File: src/rtl/lsu_pkg.sv
// Shared types and helpers for the load/store unit: FSM states, access widths,
// and the lane-mask helpers used by both the control path and the lane aligner.
package lsu_pkg;

    localparam int TIMEOUT_DEFAULT = 255;

    typedef enum logic [1:0] {
        IDLE   = 2'b00,
        FIRST  = 2'b01,
        SECOND = 2'b10,
        DONE   = 2'b11
    } state_e;

    typedef enum logic [1:0] {
        BYTE = 2'b00,
        HALF = 2'b01,
        WORD = 2'b10
    } width_e;

    // Contiguous lane mask for an access width, anchored at lane 0.
    function automatic logic [3:0] width_mask(input width_e width);
        case (width)
            BYTE:    width_mask = 4'b0001;
            HALF:    width_mask = 4'b0011;
            default: width_mask = 4'b1111;
        endcase
    endfunction

    function automatic logic [31:0] lane_mask(input logic [3:0] be);
        lane_mask = {{8{be[3]}}, {8{be[2]}}, {8{be[1]}}, {8{be[0]}}};
    endfunction

endpackage

File: src/rtl/byte_lane_align.sv
// Combinational lane steering: byte enables and write data for both beats of a
// possibly misaligned access, and right-aligned extraction of each beat's read lanes.
module byte_lane_align
    import lsu_pkg::*;
(
    input  logic [1:0]  offset,
    input  logic [1:0]  width,
    input  logic [31:0] wdata,
    input  logic [31:0] rdata,
    output logic        split,
    output logic [3:0]  be_first,
    output logic [3:0]  be_second,
    output logic [31:0] wdata_first,
    output logic [31:0] wdata_second,
    output logic [31:0] rdata_first,
    output logic [31:0] rdata_second
);

    logic [3:0]  access_mask;
    logic [7:0]  be_wide;
    logic [63:0] wdata_wide;
    logic [31:0] data_mask;
    logic [4:0]  lo_shift;
    logic [5:0]  hi_shift;

    // Shifting across an 8-lane / 64-bit window yields both beats at once:
    // the low half is the first beat, the overflow is the second.
    assign access_mask = width_mask(width_e'(width));
    assign be_wide     = {4'b0000, access_mask} << offset;
    assign wdata_wide  = {32'h0, wdata} << {offset, 3'b000};
    assign data_mask   = lane_mask(access_mask);
    assign lo_shift    = {offset, 3'b000};
    assign hi_shift    = 6'd32 - {1'b0, offset, 3'b000};

    assign split        = |be_wide[7:4];
    assign be_first     = be_wide[3:0];
    assign be_second    = be_wide[7:4];
    assign wdata_first  = wdata_wide[31:0];
    assign wdata_second = wdata_wide[63:32];

    // Second-beat lanes land just above the bytes the first beat supplied.
    assign rdata_first  = (rdata >> lo_shift) & data_mask;
    assign rdata_second = (rdata << hi_shift) & data_mask;

endmodule

File: src/rtl/load_store_unit.sv
// CPU-facing load/store unit: turns byte/half/word accesses at any byte offset
// into one or two word-bus beats, with per-beat ack timeout and fault reporting.
module load_store_unit
    import lsu_pkg::*;
#(
    parameter int TIMEOUT = TIMEOUT_DEFAULT
) (
    input  logic        i_clk,
    input  logic        i_rst_n,
    input  logic        i_load,
    input  logic        i_write,
    input  logic [31:0] i_addr,
    input  logic [31:0] i_wdata,
    input  logic [2:0]  i_funct3,
    output logic [31:0] o_rdata,
    output logic        o_stall,
    output logic        o_fault,
    output logic        o_bus_req,
    output logic        o_bus_we,
    output logic [31:0] o_bus_addr,
    output logic [3:0]  o_bus_be,
    output logic [31:0] o_bus_wdata,
    input  logic        i_bus_ack,
    input  logic [31:0] i_bus_rdata
);

    localparam logic [7:0] TIMEOUT_LAST = 8'(TIMEOUT - 1);

    state_e      state_q, state_d;
    logic [7:0]  cnt_q, cnt_d;
    logic        bus_req_q, bus_req_d;
    logic        bus_we_q, bus_we_d;
    logic [31:0] bus_addr_q, bus_addr_d;
    logic [3:0]  bus_be_q, bus_be_d;
    logic [31:0] bus_wdata_q, bus_wdata_d;
    logic [31:0] rdata_q, rdata_d;
    logic        fault_q, fault_d;
    logic [1:0]  off_q, off_d;
    logic [1:0]  width_q, width_d;
    logic [31:0] wdata_q, wdata_d;
    logic        load_q, load_d;

    logic        idle;
    logic        request;
    logic        bad_request;
    logic        to_done;
    logic [1:0]  al_offset;
    logic [1:0]  al_width;
    logic [31:0] al_wdata;
    logic        al_split;
    logic [3:0]  al_be_first, al_be_second;
    logic [31:0] al_wdata_first, al_wdata_second;
    logic [31:0] al_rdata_first, al_rdata_second;
    logic        unused_sign_bit;

    // funct3[2] only selects sign extension, which the CPU performs itself.
    assign unused_sign_bit = i_funct3[2];

    assign idle        = (state_q == IDLE);
    assign request     = i_load | i_write;
    assign bad_request = (i_funct3[1:0] == 2'b11) | (i_load & i_write);

    // In IDLE the aligner sees the live request so the first beat can be
    // registered on acceptance; afterwards it works from the latched copy.
    assign al_offset = idle ? i_addr[1:0]   : off_q;
    assign al_width  = idle ? i_funct3[1:0] : width_q;
    assign al_wdata  = idle ? i_wdata       : wdata_q;

    byte_lane_align u_align (
        .offset       (al_offset),
        .width        (al_width),
        .wdata        (al_wdata),
        .rdata        (i_bus_rdata),
        .split        (al_split),
        .be_first     (al_be_first),
        .be_second    (al_be_second),
        .wdata_first  (al_wdata_first),
        .wdata_second (al_wdata_second),
        .rdata_first  (al_rdata_first),
        .rdata_second (al_rdata_second)
    );

    // NOTE: every variable gets a default first so no path leaves it unassigned
    // and no latch is inferred.
    always_comb begin
        state_d     = state_q;
        cnt_d       = cnt_q;
        bus_req_d   = bus_req_q;
        bus_we_d    = bus_we_q;
        bus_addr_d  = bus_addr_q;
        bus_be_d    = bus_be_q;
        bus_wdata_d = bus_wdata_q;
        rdata_d     = rdata_q;
        fault_d     = 1'b0;
        off_d       = off_q;
        width_d     = width_q;
        wdata_d     = wdata_q;
        load_d      = load_q;
        to_done     = 1'b0;

        case (state_q)
            IDLE: begin
                if (request) begin
                    off_d   = i_addr[1:0];
                    width_d = i_funct3[1:0];
                    wdata_d = i_wdata;
                    load_d  = i_load;
                    rdata_d = 32'h0;
                    cnt_d   = 8'h00;
                    if (bad_request) begin
                        state_d = DONE;
                        fault_d = 1'b1;
                    end else begin
                        state_d     = FIRST;
                        bus_req_d   = 1'b1;
                        bus_we_d    = i_write;
                        bus_addr_d  = {i_addr[31:2], 2'b00};
                        bus_be_d    = al_be_first;
                        bus_wdata_d = al_wdata_first;
                    end
                end
            end

            FIRST, SECOND: begin
                if (i_bus_ack) begin
                    cnt_d = 8'h00;
                    if (load_q) begin
                        rdata_d = (state_q == FIRST) ? al_rdata_first
                                                     : (rdata_q | al_rdata_second);
                    end
                    if (state_q == FIRST && al_split) begin
                        state_d     = SECOND;
                        bus_addr_d  = bus_addr_q + 32'd4;
                        bus_be_d    = al_be_second;
                        bus_wdata_d = al_wdata_second;
                    end else begin
                        to_done = 1'b1;
                    end
                end else if (cnt_q == TIMEOUT_LAST) begin
                    to_done = 1'b1;
                    fault_d = 1'b1;
                    rdata_d = 32'h0;
                end else begin
                    cnt_d = cnt_q + 8'd1;
                end
            end

            DONE: begin
                state_d = IDLE;
            end

            default: begin
                state_d = IDLE;
            end
        endcase

        if (to_done) begin
            state_d     = DONE;
            bus_req_d   = 1'b0;
            bus_we_d    = 1'b0;
            bus_addr_d  = 32'h0;
            bus_be_d    = 4'b0000;
            bus_wdata_d = 32'h0;
        end
    end

    // NOTE: reset is sampled on the clock edge only, so it sits inside the
    // clocked branch rather than in the sensitivity list.
    always_ff @(posedge i_clk) begin
        if (!i_rst_n) begin
            state_q     <= IDLE;
            cnt_q       <= 8'h00;
            bus_req_q   <= 1'b0;
            bus_we_q    <= 1'b0;
            bus_addr_q  <= 32'h0;
            bus_be_q    <= 4'b0000;
            bus_wdata_q <= 32'h0;
            rdata_q     <= 32'h0;
            fault_q     <= 1'b0;
            off_q       <= 2'b00;
            width_q     <= 2'b00;
            wdata_q     <= 32'h0;
            load_q      <= 1'b0;
        end else begin
            // NOTE: non-blocking assignments so every flop samples pre-edge values.
            state_q     <= state_d;
            cnt_q       <= cnt_d;
            bus_req_q   <= bus_req_d;
            bus_we_q    <= bus_we_d;
            bus_addr_q  <= bus_addr_d;
            bus_be_q    <= bus_be_d;
            bus_wdata_q <= bus_wdata_d;
            rdata_q     <= rdata_d;
            fault_q     <= fault_d;
            off_q       <= off_d;
            width_q     <= width_d;
            wdata_q     <= wdata_d;
            load_q      <= load_d;
        end
    end

    // Stall is combinational in IDLE so the CPU freezes in the request cycle.
    assign o_stall = i_rst_n & (idle ? request : (state_q != DONE));

    assign o_rdata     = rdata_q;
    assign o_fault     = fault_q;
    assign o_bus_req   = bus_req_q;
    assign o_bus_we    = bus_we_q;
    assign o_bus_addr  = bus_addr_q;
    assign o_bus_be    = bus_be_q;
    assign o_bus_wdata = bus_wdata_q;

endmodule

File: config.mk
export PLATFORM = sky130hd
export DESIGN_NAME = load_store_unit
export DESIGN_NICKNAME = d
export VERILOG_FILES = /design/src/rtl/lsu_pkg.sv /design/src/rtl/byte_lane_align.sv /design/src/rtl/load_store_unit.sv
export SDC_FILE = /design/constraint.sdc
export NUM_CORES = 1
export LEC_CHECK = 0
export CORE_MARGIN = 4
export CORE_UTILIZATION = 50
export CTS_CLUSTER_SIZE = 25
export DETAILED_ROUTE_END_ITERATION = 7
export PLACE_DENSITY = 0.85
export SYNTH_ARGS = -nofsm -noshare
export SYNTH_HDL_FRONTEND = slang
export SYNTH_SLANG_ARGS = --single-unit
File: constraint.sdc
create_clock -name i_clk -period 4 [get_ports i_clk]
set_clock_uncertainty 0.05 [all_clocks]
set_input_delay 0.6 -clock i_clk [delete_from_list [all_inputs] [get_ports i_clk]]
set_output_delay 0.6 -clock i_clk [all_outputs]
set_load 0.1 [all_outputs]
==> results of run 1 <==
registers in the layout, indices dropped and copies added, names as in the netlist:
name and count:
off_q 2, o_bus_wdata 32, o_bus_addr 30, wdata_q 32, o_rdata 32, cnt_q 8, width_q 2, o_bus_req 1
load_q 1, o_bus_we 1, o_fault 1, state_q 2, o_bus_be 4
logic make-up (layout without fill, tap and decap cells):
| family | after synthesis | in the layout | share of synthesized area |
|---|---|---|---|
| flip-flops | 148 | 148 | 0.321 |
| multiplexers | 105 | 105 | 0.127 |
| adder cells (fa/ha/maj) | 8 | 8 | 0.0108 |
| buffers and inverters | 127 | 296 | 0.0587 |
| XOR/XNOR | 7 | 7 | 0.00664 |
| other | 1 | 2 | 0.000406 |
| AO/OA/AOI/OAI | 393 | 393 | 0.290 |
| AND/OR/NAND/NOR | 377 | 377 | 0.185 |
cell usage in the layout, fill, tap and decap left out, types with 5 or more instances in the layout:
cell / instances
o211a_1: 9
o21bai_1: 10
nor3_1: 24
mux2i_1: 79
a2bb2oi_1: 16
o221ai_1: 7
a21o_1: 9
o21ai_0: 36
dfxtp_1: 148
mux2_2: 18
o22ai_1: 16
o211ai_1: 14
a211oi_1: 22
inv_1: 24
clkdlybuf4s50_1: 203
a21bo_2: 8
buf_4: 33
or2_2: 5
o21a_1: 11
mux4_2: 8
clkbuf_16: 17
nand3_1: 26
inv_6: 5
a21oi_1: 134
and3_1: 15
ha_1: 5
nor4_1: 7
a221oi_1: 8
a32o_1: 7
nand2_1: 173
xor2_1: 6
nor2b_1: 12
o32ai_1: 8
nand4_1: 15
o31ai_1: 6
a311oi_1: 16
o221a_2: 9
nor2_1: 76
a31oi_1: 16
metal layers:
layer  vias to the layer above  share of wire  global-route usage
li1                       4650              -                   -
met1                      4699           0.38               0.378
met2                       685           0.46               0.479
met3                       138           0.11              0.0592
met4                         0          0.045               0.135
met5                         -              0                   0
critical path: stages, from the launching register on:
cell and delay [ps]:
dfxtp_1 350, inv_1 100, ha_2 370, mux2_2 390, inv_2 280, ha_1 520
or2_2 500, nor2_1 570, a21oi_1 160, nor2_1 120, o211a_1 140
layout make-up:
type                            count  area, um^2
Sequential cell                   148        2960
Clock inverter                     12         144
Tap cell                          229         287
Clock buffer                       19         443
Multi-Input combinational cell    892        5760
Inverter                           28         108
Fill cell                        1437        6080
Timing Repair Buffer              237        2300
stage by stage:
step | util | cell area (um^2)
6_report | 0.664 | 12000
5_1_grt | 0.664 | 12000
4_1_cts | 0.664 | 12000
3_5_place_dp | 0.631 | 11400
3_3_place_gp | 0.631 | 11400
2_1_floorplan | - | 9240
worst paths after layout:
kind | from | end | slack, ps | cells after the start
worst max-delay path | state_q[0] | o_rdata[7] | 370 | 10
worst min-delay path | o_rdata[25] | o_rdata[25] | 400 | 2
worst max register to register | state_q[0] | o_rdata[7] | 370 | 10
worst min register to register | o_rdata[25] | o_rdata[25] | 400 | 2
==> impl_results.md, run 1 <==
* Pre-antenna DRT Iters at 6
* Diode count at 0
* Synth Cell Area at between 9000 and 10,000 um^2
* Routed Antenna Nets at 0
* Type of origin of the critical path: flop
* CTS Hold Bufs at 0
* Cells after Synth at about 1,200
* Wire length per cell at 20.3 um
* Drc violations at 0
* Worst path required time at between 4000 and 5000 ps
* Slew headroom at 0.289
* Period minus WS final at approximately 3600 ps
* I/O Pins at 208
* Vias in the first global route at between 9,000 and 10,000
* Share of layout cells above drive strength 1 at 0.0928
* Number of synthesized flops with an enable pin at 0
* Synth top area share at 0.321
* Status: finished clean
* Setup TNS at 0 ps
* Period utilization at 0.907
* Total CTS buffers at 17
* Pre-CTS WS at between 300 and 400 ps
* Area growth syn-to-layout at 30.1%
* I/O Buffers at 204
* Root Driver: clkbuf_16
* Most frequent cell after synthesis: nand2_1
* Hold Fails Final Rpt at 0
* Yosys warning count at 0
* Die height at around 140 um
* Core Rows at between 40 and 50
* H-tree depth at 4
* Clock transition at path regs at 60 ps
* DP HPWL at approximately 22,000 um
* Initial antenna violation count at 0
* Total congestion overflow at 0
* Vias per cell at 6.50
* Sink Count at 148
* Top post-synthesis cells by area: dfxtp_1, mux2i_1, a21oi_1
* Die Area at slightly above 20,000 um^2
* Hold_ws at a little under 400 ps
* Cell taking the most area after synthesis: dfxtp_1
* Max_cap viols at 0
* Peak Freq at between 200 and 300 MHz
* Placed Cells at ~1,500
* Total track usage at 0.295
* Starting Density at 0.510
* Syn avg cell area at roughly 7.9 um^2
* Arr. time, crit path at 3950 ps
* Largest net degree at the start of global routing at between 60 and 70
* First-pass GRT wire length at between 40,000 and 50,000 um
* Synth Flop Type: dfxtp_1
* Unique masters post-synth at 76
* FF+latch count, synth at roughly 150
* DRT Wirelength at 31,800 um
* Core ar. at ~18,000 um^2
* Crit path max fanout at 18
* Initial DRC Count at 1,292
* NumNets Final at approximately 1,400
* Final setup fails at 0
* CTS tree: yes
* Slew Viols, Final at 0
* Final WS setup at 374 ps
* Register area share after synthesis at 0.321
* Clock latency on the worst-skew pair at between 400 and 500 ps
* Postcts setup bufs at 0
* Longest Clk Path Bufs at 2
* Worst Setup End Kind: flop
* Cell Count, Final, Fillers Out at 1,565
* Slew @ Worst Pin at between 1000 and 1500 ps
* Post-synth ARST share at 0
* Via count at about 10,000
* Top post-synthesis cells by count: nand2_1, dfxtp_1, a21oi_1
* Hold Crit Class: reg2reg
* CTS resizes at 0
* Die width at ~140 um
* Placer Congestion at between 0.9 and 1
* Critical path class: reg2reg
* Unrepaired setup endpoints after global routing: false
Power of run 1 is not shown: default switching activity piles up to over one toggle a cycle in this logic, so the estimate is an artifact.
==> run 2: changes to the inputs <==
Settings changed: CORE_MARGIN 4 to 3.
==> run 2 against run 1 <==
Against the previous run:
- hold slack got worse by 1.0 ps
- highest routed layer unchanged
- register-to-register slack gained 240 ps
- maximum frequency increased by 6.9%
- flip-flop and latch count did not move
- critical path depth stayed put
- die area decreased by 2.8%
- routed wire length decreased by 1.8%
- sequential share of layout area decreased by 0.061 points
- via count increased by 0.49%
- global-route usage rose by 0.085 points
==> impl_results.md, run 2 (same netlist as run 1, synthesis figures left out) <==
* NumNets Final at 1,436 (unchanged)
* Crit. path cell count at 10 (unchanged)
* Sink Count at 148 (unchanged)
* Hold_ws at 395 ps (was 396 ps)
* Die height at 142 um (was 144 um)
* Pre-antenna DRT Iters at 6 (unchanged)
* Unrepaired setup endpoints after global routing: false (unchanged)
* Grt met1 use at 0.378 (about the same)
* Wire length per cell at 20.0 um (was 20.3 um)
* Final setup fails at 0 (unchanged)
* Peak Freq at 295 MHz (was 276 MHz)
* Initial DRC Count at 1,196 (was 1,292)
* Total track usage at 0.296 (was 0.295)
* Setup TNS at 0 ps (unchanged)
* Worst Setup End Kind: flop (unchanged)
* Largest net degree at the start of global routing at 67 (unchanged)
* Period minus WS final at 3390 ps (was 3630 ps)
* Drc violations at 0 (unchanged)
* R2R Setup Slk at 610 ps (was 370 ps)
* Hold Fails Final Rpt at 0 (unchanged)
* Gr busiest metal: met2 (unchanged)
* Finished Cell Area at 12,000 um^2 (about the same)
* Vias per cell at 6.52 (was 6.50)
* CTS resizes at 0 (unchanged)
* Clock transition at path regs at 60 ps (about the same)
* CTS tree: yes (unchanged)
* CP max stage delay at 500 ps (was 570 ps)
* Starting Density at 0.512 (was 0.510)
* Largest delay contributor family on the critical path: simple AND/OR/NAND/NOR gates (unchanged)
* Top cell by count, worst path: nor2_1 (unchanged)
* R2R depth at 10 (unchanged)
* Commonest non-fill, non-tap cells in the layout: clkdlybuf4s50_1, nand2_1, dfxtp_1 (unchanged)
* Reg2reg start: state_q[1] (was state_q[0])
* CP max stage cell: ha_1 (was nor2_1)
* Slew headroom at 0.301 (was 0.289)
* First-pass GRT wire length at 48,300 um (was 49,300 um)
* Core Rows at 49 (unchanged)
* DRT Wirelength at 31,300 um (was 31,800 um)
* Critical path class: reg2reg (unchanged)
* Initial antenna violation count at 1 (was 0)
* I/O Buffers at 204 (unchanged)
* Postcts setup bufs at 0 (unchanged)
* Slew Viols, Final at 0 (unchanged)
* Root Driver: clkbuf_16 (unchanged)
* CTS Hold Bufs at 0 (unchanged)
* Die Area at 20,100 um^2 (was 20,700 um^2)
* Crit path max fanout at 18 (unchanged)
* Arr. time, crit path at 3720 ps (was 3950 ps)
* Critical Path End: o_rdata[1] (was o_rdata[7])
* Slew @ Worst Pin at 1040 ps (was 1060 ps)
* Crit-path cells: inv_1, ha_2, mux2_2, inv_2, ha_1, or2_2, nor2_1, a21oi_1, nor2_1, o211a_1 (unchanged)
* Total CTS buffers at 17 (unchanged)
* H-tree depth at 4 (unchanged)
* I/O Pins at 208 (unchanged)
* Area growth syn-to-layout at 30.4% (was 30.1%)
* Core ar. at 18,000 um^2 (was 18,100 um^2)
* Longest Clk Path Bufs at 2 (unchanged)
* Via count at 10,200 (about the same)
* Total congestion overflow at 0 (unchanged)
* GR Util met3 at 0.0570 (was 0.0592)
* Routed Antenna Nets at 0 (unchanged)
* Placed cell area at 11,400 um^2 (about the same)
* Status: finished clean (unchanged)
* Worst path required time at 4330 ps (was 4320 ps)
* Most common cell after layout, fill and taps aside: clkdlybuf4s50_1 (unchanged)
* R2R Path End: o_rdata[1] (was o_rdata[7])
* Bufs and invs on worst path at 2 (unchanged)
* Share of layout cells above drive strength 1 at 0.0935 (was 0.0928)
* Crit path from: state_q[1] (was state_q[0])
* Max_cap viols at 0 (unchanged)
* Hold Crit Class: reg2reg (unchanged)
* DP HPWL at 21,700 um (was 22,200 um)
* Clock latency on the worst-skew pair at 430 ps (about the same)
* Met2 Usage GRT at 0.486 (was 0.479)
* Die width at 142 um (was 144 um)
* Placer Congestion at 0.925 (was 0.927)
* Vias in the first global route at 9,386 (was 9,524)
* Period utilization at 0.848 (was 0.907)
* Type of origin of the critical path: flop (unchanged)
[run 2: cell count changes in the layout (fill, tap and decap cells not counted), sizes merged]
| cell | delta |
|---|---|
| clkinv | +2 |
| inv | -2 |
| diode | +1 |
| clkbuf | +1 |
[run 2: worst min-delay path by stage]
stage	depth (start not counted)	endpoint	slack [ps]	from
floorplan	2	wdata_q[0]	390	wdata_q[0]
global placement	2	o_rdata[31]	380	o_rdata[31]
detailed placement	2	o_rdata[31]	390	o_rdata[31]
CTS	2	o_rdata[31]	400	o_rdata[31]
global route	2	o_rdata[31]	420	o_rdata[31]
finish	2	o_rdata[27]	400	o_rdata[27]
[run 2: worst reg2reg max path, stage by stage (launching register included)]
cell	delay, ps
dfxtp_1	330
inv_1	100
ha_2	310
mux2_2	380
inv_2	260
ha_1	500
or2_2	490
nor2_1	480
a21oi_1	160
nor2_1	150
o211a_1	140
[run 2: per-layer routing]
layer | up-vias | share of wire
met5 | - | 0
met4 | 0 | 0.044
met3 | 139 | 0.10
met2 | 666 | 0.47
met1 | 4769 | 0.39
li1 | 4648 | -
[run 2: layout make-up]
cell class / count / area (um^2)
clock buffer: 20 / 457
fill: 1461 / 5990
clock inverter: 12 / 145
multi-input combinational: 892 / 5760
sequential: 148 / 2960
timing repair buffer: 237 / 2310
tap: 229 / 287
antenna: 1 / 2.50
inverter: 28 / 108
[run 2: stage by stage]
stage          std cells  worst slack [ps]  utilization
2_1_floorplan       1167               472            -
3_3_place_gp        1534               417        0.634
3_5_place_dp        1534               400        0.634
4_1_cts             1566               660        0.668
5_1_grt             1567               377        0.668
6_report            1567               609        0.668
Power of run 2 is left out for the same reason.
==> run 3: changes to the inputs <==
Settings changed: CORE_UTILIZATION 50 to 47, PLACE_DENSITY 0.85 to 0.84.
Clock period 4 ns to 3.1 ns, I/O delays scaled along.
==> run 3 against run 2 <==
Against the previous run:
- die area up 6.1%
- first-iteration DRC count grew 13%
- non-clock buffer count grew 15
- hold slack better by 3.9 ps
- setup slack lost 330 ps
- largest cell class unchanged
- critical path depth down 1
- register-to-register slack worse by 330 ps
- maximum frequency increased by 20%
==> impl_results.md, run 3 (same netlist as run 1, synthesis figures left out) <==
* Sink Count at 148 (unchanged)
* Initial DRC Count at 1,351 (was 1,196)
* Worst Setup End Kind: flop (unchanged)
* Share of layout cells above drive strength 1 at 0.180 (was 0.0935)
* Drc violations at 0 (unchanged)
* Unrepaired setup endpoints after global routing: false (unchanged)
* Final setup fails at 0 (unchanged)
* Area growth syn-to-layout at 29.7% (was 30.4%)
* Critical path class: reg2reg (unchanged)
* Crit path max fanout at 36 (was 18)
* Status: finished clean (unchanged)
* Via count at 10,200 (about the same)
* Period minus WS final at 2820 ps (was 3390 ps)
* H-tree depth at 4 (unchanged)
* Die Area at 21,400 um^2 (was 20,100 um^2)
* CTS Hold Bufs at 0 (unchanged)
* First-pass GRT wire length at 50,200 um (was 48,300 um)
* Diode count at 0 (was 1)
* I/O Buffers at 204 (unchanged)
* Peak Freq at 354 MHz (was 295 MHz)
* Die height at 146 um (was 142 um)
* Wire length per cell at 19.7 um (was 20.0 um)
* Commonest non-fill, non-tap cells in the layout: nand2_1, dfxtp_1, buf_4 (was clkdlybuf4s50_1, nand2_1, dfxtp_1)
* Max_cap viols at 0 (unchanged)
* DRT Wirelength at 31,800 um (was 31,300 um)
* Arr. time, crit path at 3080 ps (was 3720 ps)
* WHS Path Cells at 2 (unchanged)
* Total congestion overflow at 0 (unchanged)
* Root Driver: clkbuf_16 (unchanged)
* I/O Pins at 208 (unchanged)
* Placer Congestion at 0.925 (about the same)
* Die width at 146 um (was 142 um)
* Largest net degree at the start of global routing at 67 (unchanged)
* Hold Crit Class: reg2reg (unchanged)
* CTS tree: yes (unchanged)
* Vias in the first global route at 9,350 (was 9,386)
* Pre-antenna DRT Iters at 5 (was 6)
* Core Rows at 50 (was 49)
* Type of origin of the critical path: flop (unchanged)
* Register Area at 2960 um^2 (unchanged)
* Starting Density at 0.485 (was 0.512)
* Initial antenna violation count at 0 (was 1)
* DP HPWL at 22,400 um (was 21,700 um)
* Clock transition at path regs at 70 ps (was 60 ps)
* R2R depth at 9 (was 10)
* Longest Clk Path Bufs at 2 (unchanged)
* Vias per cell at 6.30 (was 6.52)
* Slew Viols, Final at 0 (unchanged)
* Clock latency on the worst-skew pair at 430 ps (about the same)
* Period utilization at 0.911 (was 0.848)
* Setup TNS at 0 ps (unchanged)
* Total CTS buffers at 17 (unchanged)
* Slew @ Worst Pin at 653 ps (was 1040 ps)
* NumNets Final at 1,451 (was 1,436)
* Routed Antenna Nets at 0 (unchanged)
* Worst path required time at 3360 ps (was 4330 ps)
* Hold Fails Final Rpt at 0 (unchanged)
* Most common cell after layout, fill and taps aside: nand2_1 (was clkdlybuf4s50_1)
* Core ar. at 19,000 um^2 (was 18,000 um^2)
* Fillers at 1,640 (was 1,461)
* Slew headroom at 0.565 (was 0.301)
* Multi-input logic area at 5770 um^2 (was 5760 um^2)
* Total track usage at 0.285 (was 0.296)
[run 3: changes by cell type in the layout (fill, tap and decap cells not counted), moves of 4 or more]
cell             previous run  this run
clkinv_8                    0         5
clkinv_4                    4         0
clkdlybuf4s50_1           203       102
buf_4                      32       146
inv_8                       0         4
[run 3: path summary, 6_finish.rpt]
kind | start | endpoint | slack [ps]
worst max-delay path | state_q[0] | o_bus_wdata[13] | 280
worst min-delay path | o_rdata[28] | o_rdata[28] | 400
worst max register to register | state_q[0] | o_bus_wdata[13] | 280
worst min register to register | o_rdata[28] | o_rdata[28] | 400
[run 3: through the flow]
| step | cell area (um^2) | utilization | setup WS, ps | std cells | hold slack (ps) |
|---|---|---|---|---|---|
| after floorplan | 9250 | - | 1.05 | 1167 | 386 |
| after global placement | 11400 | 0.598 | 95.9 | 1580 | 386 |
| after detailed placement | 11400 | 0.598 | 70.1 | 1580 | 394 |
| after CTS | 12000 | 0.629 | 243 | 1612 | 404 |
| after global routing | 12000 | 0.629 | 74.4 | 1612 | 422 |
| final | 12000 | 0.629 | 276 | 1612 | 399 |
[run 3: final cells by class]
cell class,count,area share
Clock buffer,17,0.0355
Sequential cell,148,0.247
Clock inverter,15,0.0149
Inverter,28,0.00899
Timing Repair Buffer,252,0.184
Tap cell,260,0.0272
Multi-Input combinational cell,892,0.482
[run 3: layer usage]
metal  GRT usage  vias up  share of wire
li1            -     4676              -
met1       0.372     4830           0.40
met2       0.468      569           0.47
met3      0.0565       83          0.094
met4       0.110        0          0.035
met5           0        -              0
[run 3: repair_timing]
action	CTS	global route
resized for setup	0	1
endpoints found under the setup margin	0	2
setup buffers	0	0
[run 3: critical path, cell delays in order, from the launching register on]
cell,delay [ps]
dfxtp_1,350
inv_1,100
ha_2,290
mux2_2,390
inv_2,130
o31a_1,240
nand3_1,250
o21ai_4,540
buf_12,280
nor3_1,80
Power of run 3 is left out for the same reason.
